==> src/rtl/lab_link_arbiter.sv <==
// Round-robin arbiter granting one lab resource to one of five computers, with a per-grant
// hold limit, a one-cycle cooldown between owners and a 7-segment owner display.
module lab_link_arbiter #(
  parameter int unsigned MAX_HOLD = 8,
  parameter int unsigned CNT_W    = 8
) (
  input  logic       clk,
  input  logic       rst_n,
  input  logic [4:0] comps,
  output logic [4:0] grant,
  output logic       busy,
  output logic       timeout,
  output logic [6:0] segs
);

  typedef enum logic [1:0] {StIdle, StGrant, StCooldown} state_e;

  localparam logic [6:0] SegDash = 7'b0000001;

  state_e           state_q;
  logic [2:0]       ptr_q;
  logic [2:0]       owner_q;
  logic [CNT_W-1:0] cnt_q;
  logic [4:0]       grant_q;
  logic             busy_q;
  logic             timeout_q;
  logic [6:0]       segs_q;

  logic       sel_valid;
  logic [2:0] sel_idx;
  logic [3:0] scan_sum;
  logic [2:0] scan_idx;
  logic [2:0] ptr_next;

  function automatic logic [6:0] seg_of(logic [2:0] idx);
    case (idx)
      3'd0:    return 7'b0110000;
      3'd1:    return 7'b1101101;
      3'd2:    return 7'b1111001;
      3'd3:    return 7'b0110011;
      3'd4:    return 7'b1011011;
      default: return SegDash;
    endcase
  endfunction

  // Scan from the farthest offset down so the nearest requester to ptr wins.
  always_comb begin
    sel_valid = 1'b0;
    sel_idx   = '0;
    scan_sum  = '0;
    scan_idx  = '0;
    for (int k = 4; k >= 0; k--) begin
      scan_sum = {1'b0, ptr_q} + 4'(k);
      scan_idx = (scan_sum >= 4'd5) ? 3'(scan_sum - 4'd5) : scan_sum[2:0];
      if (comps[scan_idx]) begin
        sel_valid = 1'b1;
        sel_idx   = scan_idx;
      end
    end
  end

  assign ptr_next = (owner_q == 3'd4) ? 3'd0 : owner_q + 3'd1;

  always_ff @(posedge clk) begin
    if (!rst_n) begin
      state_q   <= StIdle;
      ptr_q     <= '0;
      owner_q   <= '0;
      cnt_q     <= '0;
      grant_q   <= '0;
      busy_q    <= 1'b0;
      timeout_q <= 1'b0;
      segs_q    <= SegDash;
    end else begin
      case (state_q)
        StIdle: begin
          timeout_q <= 1'b0;
          if (sel_valid) begin
            state_q <= StGrant;
            owner_q <= sel_idx;
            grant_q <= 5'b00001 << sel_idx;
            busy_q  <= 1'b1;
            cnt_q   <= CNT_W'(1);
            segs_q  <= seg_of(sel_idx);
          end
        end
        StGrant: begin
          // Release wins over revoke, so timeout only fires while the owner still requests.
          if (!comps[owner_q] || (cnt_q == CNT_W'(MAX_HOLD))) begin
            state_q   <= StCooldown;
            grant_q   <= '0;
            busy_q    <= 1'b0;
            timeout_q <= comps[owner_q];
            segs_q    <= SegDash;
            ptr_q     <= ptr_next;
            cnt_q     <= '0;
          end else begin
            cnt_q <= cnt_q + CNT_W'(1);
          end
        end
        StCooldown: begin
          state_q   <= StIdle;
          timeout_q <= 1'b0;
        end
        default: begin
          state_q   <= StIdle;
          grant_q   <= '0;
          busy_q    <= 1'b0;
          timeout_q <= 1'b0;
          segs_q    <= SegDash;
        end
      endcase
    end
  end

  assign grant   = grant_q;
  assign busy    = busy_q;
  assign timeout = timeout_q;
  assign segs    = segs_q;

endmodule

==> config.mk <==
export PLATFORM = sky130hd
export DESIGN_NAME = lab_link_arbiter
export DESIGN_NICKNAME = d
export VERILOG_FILES = /design/src/rtl/lab_link_arbiter.sv
export SDC_FILE = /design/constraint.sdc
export NUM_CORES = 1
export LEC_CHECK = 0
export BUFFER_PORTS_ARGS = -buffer_cell sky130_fd_sc_hd__buf_2
export CAP_MARGIN = 20
export CORE_MARGIN = 2
export CORE_UTILIZATION = 65
export CTS_BUF_LIST = sky130_fd_sc_hd__clkbuf_16
export CTS_CLUSTER_DIAMETER = 60
export DETAILED_ROUTE_END_ITERATION = 6
export PLACE_DENSITY = 0.83
export SYNTH_ARGS = -nofsm -noshare
export SYNTH_HDL_FRONTEND = slang
export SYNTH_SLANG_ARGS = --single-unit
export TNS_END_PERCENT = 1
==> constraint.sdc <==
create_clock -name clk -period 8.2 [get_ports clk]
set_input_delay 1.23 -clock clk [delete_from_list [all_inputs] [get_ports clk]]
set_output_delay 1.23 -clock clk [all_outputs]
set_load 0.01 [all_outputs]
==> impl_results.md, run 1 <==
* Largest cells by area after synthesis: dfxtp_1, ha_1, nand2_1, nor2_1, a21oi_1
* CP max FO at 36
* Post-layout net count at 342
* Max_slew headroom at 0.5105
* Share of layout cells above drive strength 1 at 0.1610
* Most common cell after layout, fill and taps aside: dfxtp_1
* Fmax at 230.4 MHz
* Register area share after synthesis at 0.2231
* Top-level port count at 21
* Max-cap check violation count at 0
* Worst Setup Start Kind: flop
* Total track usage at 0.3143
* Crit Path Category: reg2reg
* DPL Wire Length at 4640 um
* CTS tree: yes
* Num CTS Buffers at 5
* Post-Layout Cell Count at 371
* Full die area at 0.004526 mm2
* Rows at 22
* Width of the die at 67.28 um
* Setup TNS Final at 0 ns
* Post-Place Cells at 363
* Endpoints failing hold at 0
* Number of global-route vias before repair at 2297
* Post-CTS sizing at 0
* Largest net degree at the start of global routing at 37
* Main flop type after synthesis: dfxtp_1
* Hold WC Path Type: reg2reg
* Share of the synthesized area in the top cell type at 0.2231
* Fillers at 297
* DR pass1 iterations at 5
* Skew-Pair Late Insertion Delay at 0.27 ns
* Post-layout util at 0.7460
* Cts hold-fix bufs at 0
* Maximum VDD drop at 0.0002529 V
* Global-route wire length before repair at 10920 um
* Most frequent cells in the layout: dfxtp_1, nand2_1, nor2_1, buf_2, a21oi_1
* Ys async rst share at 0
* Syn Inst Count at 313
* Initial DRC count at 175
* H-tree depth at 2
* Slew Viols, Final at 0
* Syn Nets at 333
* Vias per inst at 6.798
* Post-synth top area cell: dfxtp_1
* Synth unique cells at 78
* Post-Syn Area at 0.002602 mm2
* Pwr Density at 367.8 mW/mm2
* Flop pwr share at 0.204
* Post-synth EDFFs at 0
* Initial antenna violation count at 0
* Final min period at 4.340 ns
* DIE HEIGHT at 67.28 um
* Net Sw Frac at 0.4721
* Initial core utilization at 0.6952
* Placed Area at 0.002655 mm2
* Port Buffer Count at 20
* CP endpoint kind: flop
* WP data required at 8.36 ns
* Bufs on Longest Clock Path at 2
* Final hold slack at 0.4710 ns
* Setup Buffers After CTS at 0
* Int Power at 542.2 uW
* Syn. warnings at 0
* Core area at 0.003744 mm2
* Final setup vio count at 0
* Area growth from synthesis to layout at 7.308%
* Ant diodes at 0
* DR WL/cell at 17.71 um
* Via count at 2522
* Root cell of the clock tree: clkbuf_16
* Setup Skew at 0.001695 ns
* Routability congestion estimate at 0.9300
* ANT nets after route at 0
* CTS Sinks at 29
* CP arrival at 4.50 ns
* RSZ-0062 raised after global routing: false
* Clock Power Share at 0.165
* Crit share post-route at 0.5292
* Syn Area/Cell at 8.315 um2
* Combinational fraction of design power at 0.631
* Total grt overflow at 0
* Switch Pwr at 484.9 uW
* Post-Route WL at 6570 um
* Status: finished, final reports clean
* DRC at 0
* #FFs+latches synth at 29
* Leak pwr at 0.001110 uW
* Final instance area at 0.002793 mm2
* Clock transition at path regs at 0.05 ns
* Worst slew pin tran at 0.7343 ns
## registers in the layout (all words and copies together), names as in the netlist
register and cells:
cnt_q 8, segs 6, grant 5, owner_q 3, ptr_q 3, state_q 2
busy 1, timeout 1
## final timing paths
path	cells after the start	slack (ns)	startpoint	end
max	12	3.86	ptr_q[0]$_SDFFE_PN0P_	segs[3]$_SDFFE_PN0P_
min	1	0.47	grant[1]$_SDFFE_PN0P_	grant[1]$_SDFFE_PN0P_
max reg2reg	12	3.86	ptr_q[0]$_SDFFE_PN0P_	segs[3]$_SDFFE_PN0P_
min reg2reg	1	0.47	grant[1]$_SDFFE_PN0P_	grant[1]$_SDFFE_PN0P_
## cell type report
type                            count  area (um2)  area share
Multi-Input combinational cell    248        1843      0.6599
Sequential cell                    29       580.6      0.2079
Clock buffer                        5       125.1     0.04480
Timing Repair Buffer               21       107.6     0.03853
Inverter                           17       63.81     0.02285
Tap cell                           48       60.06     0.02151
Clock inverter                      3       12.51    0.004480
## synth_stat cells (all sizes together), types with 7 or more instances
cell and instances:
nand2b 12, a211oi 7, nor2 25, nand2 27, a22o 10, o21ai 9
a21oi 18, dfxtp 29, buf 15, ha 12, nor2b 10, xor2 7
inv 17
## per-layer routing
layer,vias to the layer above,share of wire,track usage
li1,1190,-,-
met1,1197,0.42,0.4047
met2,119,0.47,0.5359
met3,16,0.093,0.07667
met4,0,0.017,0.06122
met5,-,0,0
## power by group through the flow
stage	Combinational, uW	Clock (uW)	Sequential, uW
6_report	648	169	210
5_1_grt	707	176	214
4_1_cts	635	170	209
3_5_place_dp	622	0	211
3_3_place_gp	614	0	210
2_1_floorplan	510	0	217
## worst max-delay path: stages (launching register included)
cell	delay, ns
dfxtp_1	0.30
buf_4	0.33
inv_1	0.35
ha_1	0.88
inv_1	0.32
a21oi_1	0.28
o22ai_1	0.11
a21oi_1	0.29
a211oi_2	0.10
a311oi_4	0.65
nor2_1	0.28
o2bb2a_4	0.26
o21ai_1	0.05
## cells by family after synthesis
logic type / Yosys count / share of synthesized area
AND/OR/NAND/NOR: 113 / 0.2370
XOR/XNOR: 11 / 0.03702
buffers and inverters: 36 / 0.06875
adder cells (fa/ha/maj): 13 / 0.06538
AO/OA/AOI/OAI: 104 / 0.3317
flip-flops: 29 / 0.2231
multiplexers: 7 / 0.03702
## stage by stage
step	worst slack, ns	total power (uW)
after floorplan	4.825	726.9
after global placement	4.012	823.7
after detailed placement	3.959	833.0
after CTS	3.929	1014
after global routing	3.556	1097
final	3.860	1027
Power figures use the tool's default switching activity.
==> run 2: changes to the inputs <==
Settings changed: ABC_AREA from default to 1, CORE_UTILIZATION 65 to 60, PLACE_DENSITY 0.83 to 0.77.
Clock period 8.2 ns to 4.45 ns, I/O delays scaled along.
==> run 2 against run 1 <==
Effect of this change:
- core utilization decreased by 4.7 points
- synthesized cell count rose by 14%
- first-iteration DRC count decreased by 8.0%
- hold slack got worse by 0.013 ns
- area after synthesis fell by 13%
- non-clock buffer count stayed put
- clock power grew 120%
- via count down 9.8%
- sequential power is 81% higher
==> impl_results.md, run 2 <==
* #FFs+latches synth at 29
* Leak pwr at 0.001263 uW
* DR WL/cell at 11.82 um
* Hold WC Path Type: reg2reg
* Syn. warnings at 0
* Syn Inst Count at 358
* Largest net degree at the start of global routing at 16
* Largest cells by area after synthesis: dfxtp_1, nand2_1, nand3_1, inv_1, ha_1
* Fillers at 328
* Cts hold-fix bufs at 0
* Top-level port count at 21
* Bufs on Longest Clock Path at 2
* Post-layout net count at 401
* Slew Viols, Final at 0
* Count leader, synth: nand2_1
* Total grt overflow at 0
* Width of the die at 65.51 um
* Syn Area/Cell at 6.340 um2
* Register area share after synthesis at 0.2558
* Max_slew headroom at 0.6325
* Post-Layout Cell Count at 430
* Post-Place Cells at 422
* Vias per inst at 5.291
* Root cell of the clock tree: clkbuf_16
* Most flops, register: cnt_q
* Post-CTS sizing at 0
* Clock transition at path regs at 0.05 ns
* CP max FO at 11
* Maximum VDD drop at 0.0004384 V
* Initial antenna violation count at 0
* Hold Path Stages at 2
* DPL Wire Length at 4071 um
* Port Buffer Count at 20
* RSZ-0062 raised after global routing: false
* Pwr Density at 811.1 mW/mm2
* Rows at 22
* Number of global-route vias before repair at 1975
* Full die area at 0.004291 mm2
* Main flop type after synthesis: dfxtp_1
* Synth unique cells at 35
* Syn Nets at 378
* DR pass1 iterations at 4
* Ys async rst share at 0
* CP arrival at 3.42 ns
* Worst R2R Path Depth at 18
* Worst Setup Start Kind: flop
* Skew-Pair Late Insertion Delay at 0.27 ns
* DRC at 0
* Final hold slack at 0.4585 ns
* Num CTS Buffers at 5
* CTS Sinks at 29
* Setup TNS Final at 0 ns
* Crit Path Category: reg2reg
* Max-cap check violation count at 0
* Share of the synthesized area in the top cell type at 0.2558
* Final setup vio count at 0
* Status: finished, final reports clean
* CTS tree: yes
* Post-synth top area cell: dfxtp_1
* Post-Syn Area at 0.002270 mm2
* Most frequent cells in the layout: nand2_1, nand3_1, inv_1, dfxtp_1, nor2_1
* Crit share post-route at 0.7322
* CP endpoint kind: flop
* H-tree depth at 2
* Initial DRC count at 161
* ANT nets after route at 0
* Area growth from synthesis to layout at 12.73%
* Core area at 0.003661 mm2
* Via count at 2275
* Setup Buffers After CTS at 0
* Endpoints failing hold at 0
* DIE HEIGHT at 65.51 um
* Area of the multi-input gates at 0.001435 mm2
* Ant diodes at 0
* Global-route wire length before repair at 8666 um
* Post-Route WL at 5084 um
* Final min period at 3.258 ns
* Routability congestion estimate at 0.9168
* WP data required at 4.62 ns
* Sequential Area at 580.6 um2
* Setup Skew at 0.002281 ns
* Total track usage at 0.2620
* Fmax at 306.9 MHz
* Most common cell after layout, fill and taps aside: nand2_1
* Post-synth EDFFs at 0
* Max reg flops at 8
* Share of layout cells above drive strength 1 at 0.1675
* Initial core utilization at 0.6200
* Worst slew pin tran at 0.5455 ns
* Commonest cells in the netlist: nand2_1, nand3_1, inv_1, dfxtp_1, nor2_1
==> run 2: cell count changes after synthesis, moves of 12 or more <==
cell	before	now
nand2_1	26	85
inv_1	16	46
nand3_1	2	52
o21ai_0	7	19
nand2b_1	12	0
nand2_2	1	13
==> run 2: report_power, final <==
group	internal (uW)	switching (uW)
Sequential	334	46.7
Clock	259	110
Combinational	435	890
==> run 2: final cells by class <==
type / instances / share of cell area
tap: 48 / 0.02347
sequential: 29 / 0.2269
multi-input combinational: 268 / 0.5609
clock buffer: 5 / 0.04890
timing repair buffer: 21 / 0.04205
inverter: 56 / 0.08313
clock inverter: 3 / 0.01467
==> run 2: per-stage QoR <==
stage | util | cell area [um2] | power, uW | worst slack (ns)
after floorplan | - | 2270 | 1456 | 1.867
after global placement | 0.6545 | 2396 | 1678 | 1.291
after detailed placement | 0.6545 | 2396 | 1702 | 1.235
after CTS | 0.6989 | 2559 | 2075 | 1.227
after global routing | 0.6989 | 2559 | 2298 | 0.8412
final | 0.6989 | 2559 | 2075 | 1.192
==> run 2: worst paths after layout <==
path	start	endpoint	slack, ns
hold reg to reg	grant[4]$_SDFFE_PN0P_	grant[4]$_SDFFE_PN0P_	0.46
setup reg to reg	ptr_q[1]$_SDFFE_PN0P_	cnt_q[7]$_SDFFE_PN0P_	1.19
setup / recovery	ptr_q[1]$_SDFFE_PN0P_	cnt_q[7]$_SDFFE_PN0P_	1.19
hold / removal	grant[4]$_SDFFE_PN0P_	grant[4]$_SDFFE_PN0P_	0.46
==> run 2: kinds of logic after synthesis <==
kind of cell | after synthesis | share of synthesized area
XOR/XNOR | 4 | 0.01544
adder cells (fa/ha/maj) | 13 | 0.07497
AO/OA/AOI/OAI | 58 | 0.1549
AND/OR/NAND/NOR | 193 | 0.3870
flip-flops | 29 | 0.2558
buffers and inverters | 61 | 0.1119
==> run 2: critical path: stages, from the launching register on <==
cell and delay [ns]:
dfxtp_1 0.51, inv_1 0.21, ha_1 0.24, ha_1 0.29, inv_1 0.07, o21ai_0 0.41
nand4_2 0.20, o21ai_1 0.14, inv_1 0.06, nand2_1 0.05, nor2_1 0.04, nand3_1 0.09
nand2_2 0.19, nand2_1 0.24, inv_2 0.09, nor2_1 0.14, nand2_1 0.07, nand3_1 0.06
nor2_1 0.04
==> run 2: layer usage <==
metal	share of wire	track usage
met5	0	0
met4	0.011	0.08854
met3	0.047	0.05479
met2	0.42	0.3878
met1	0.52	0.3765
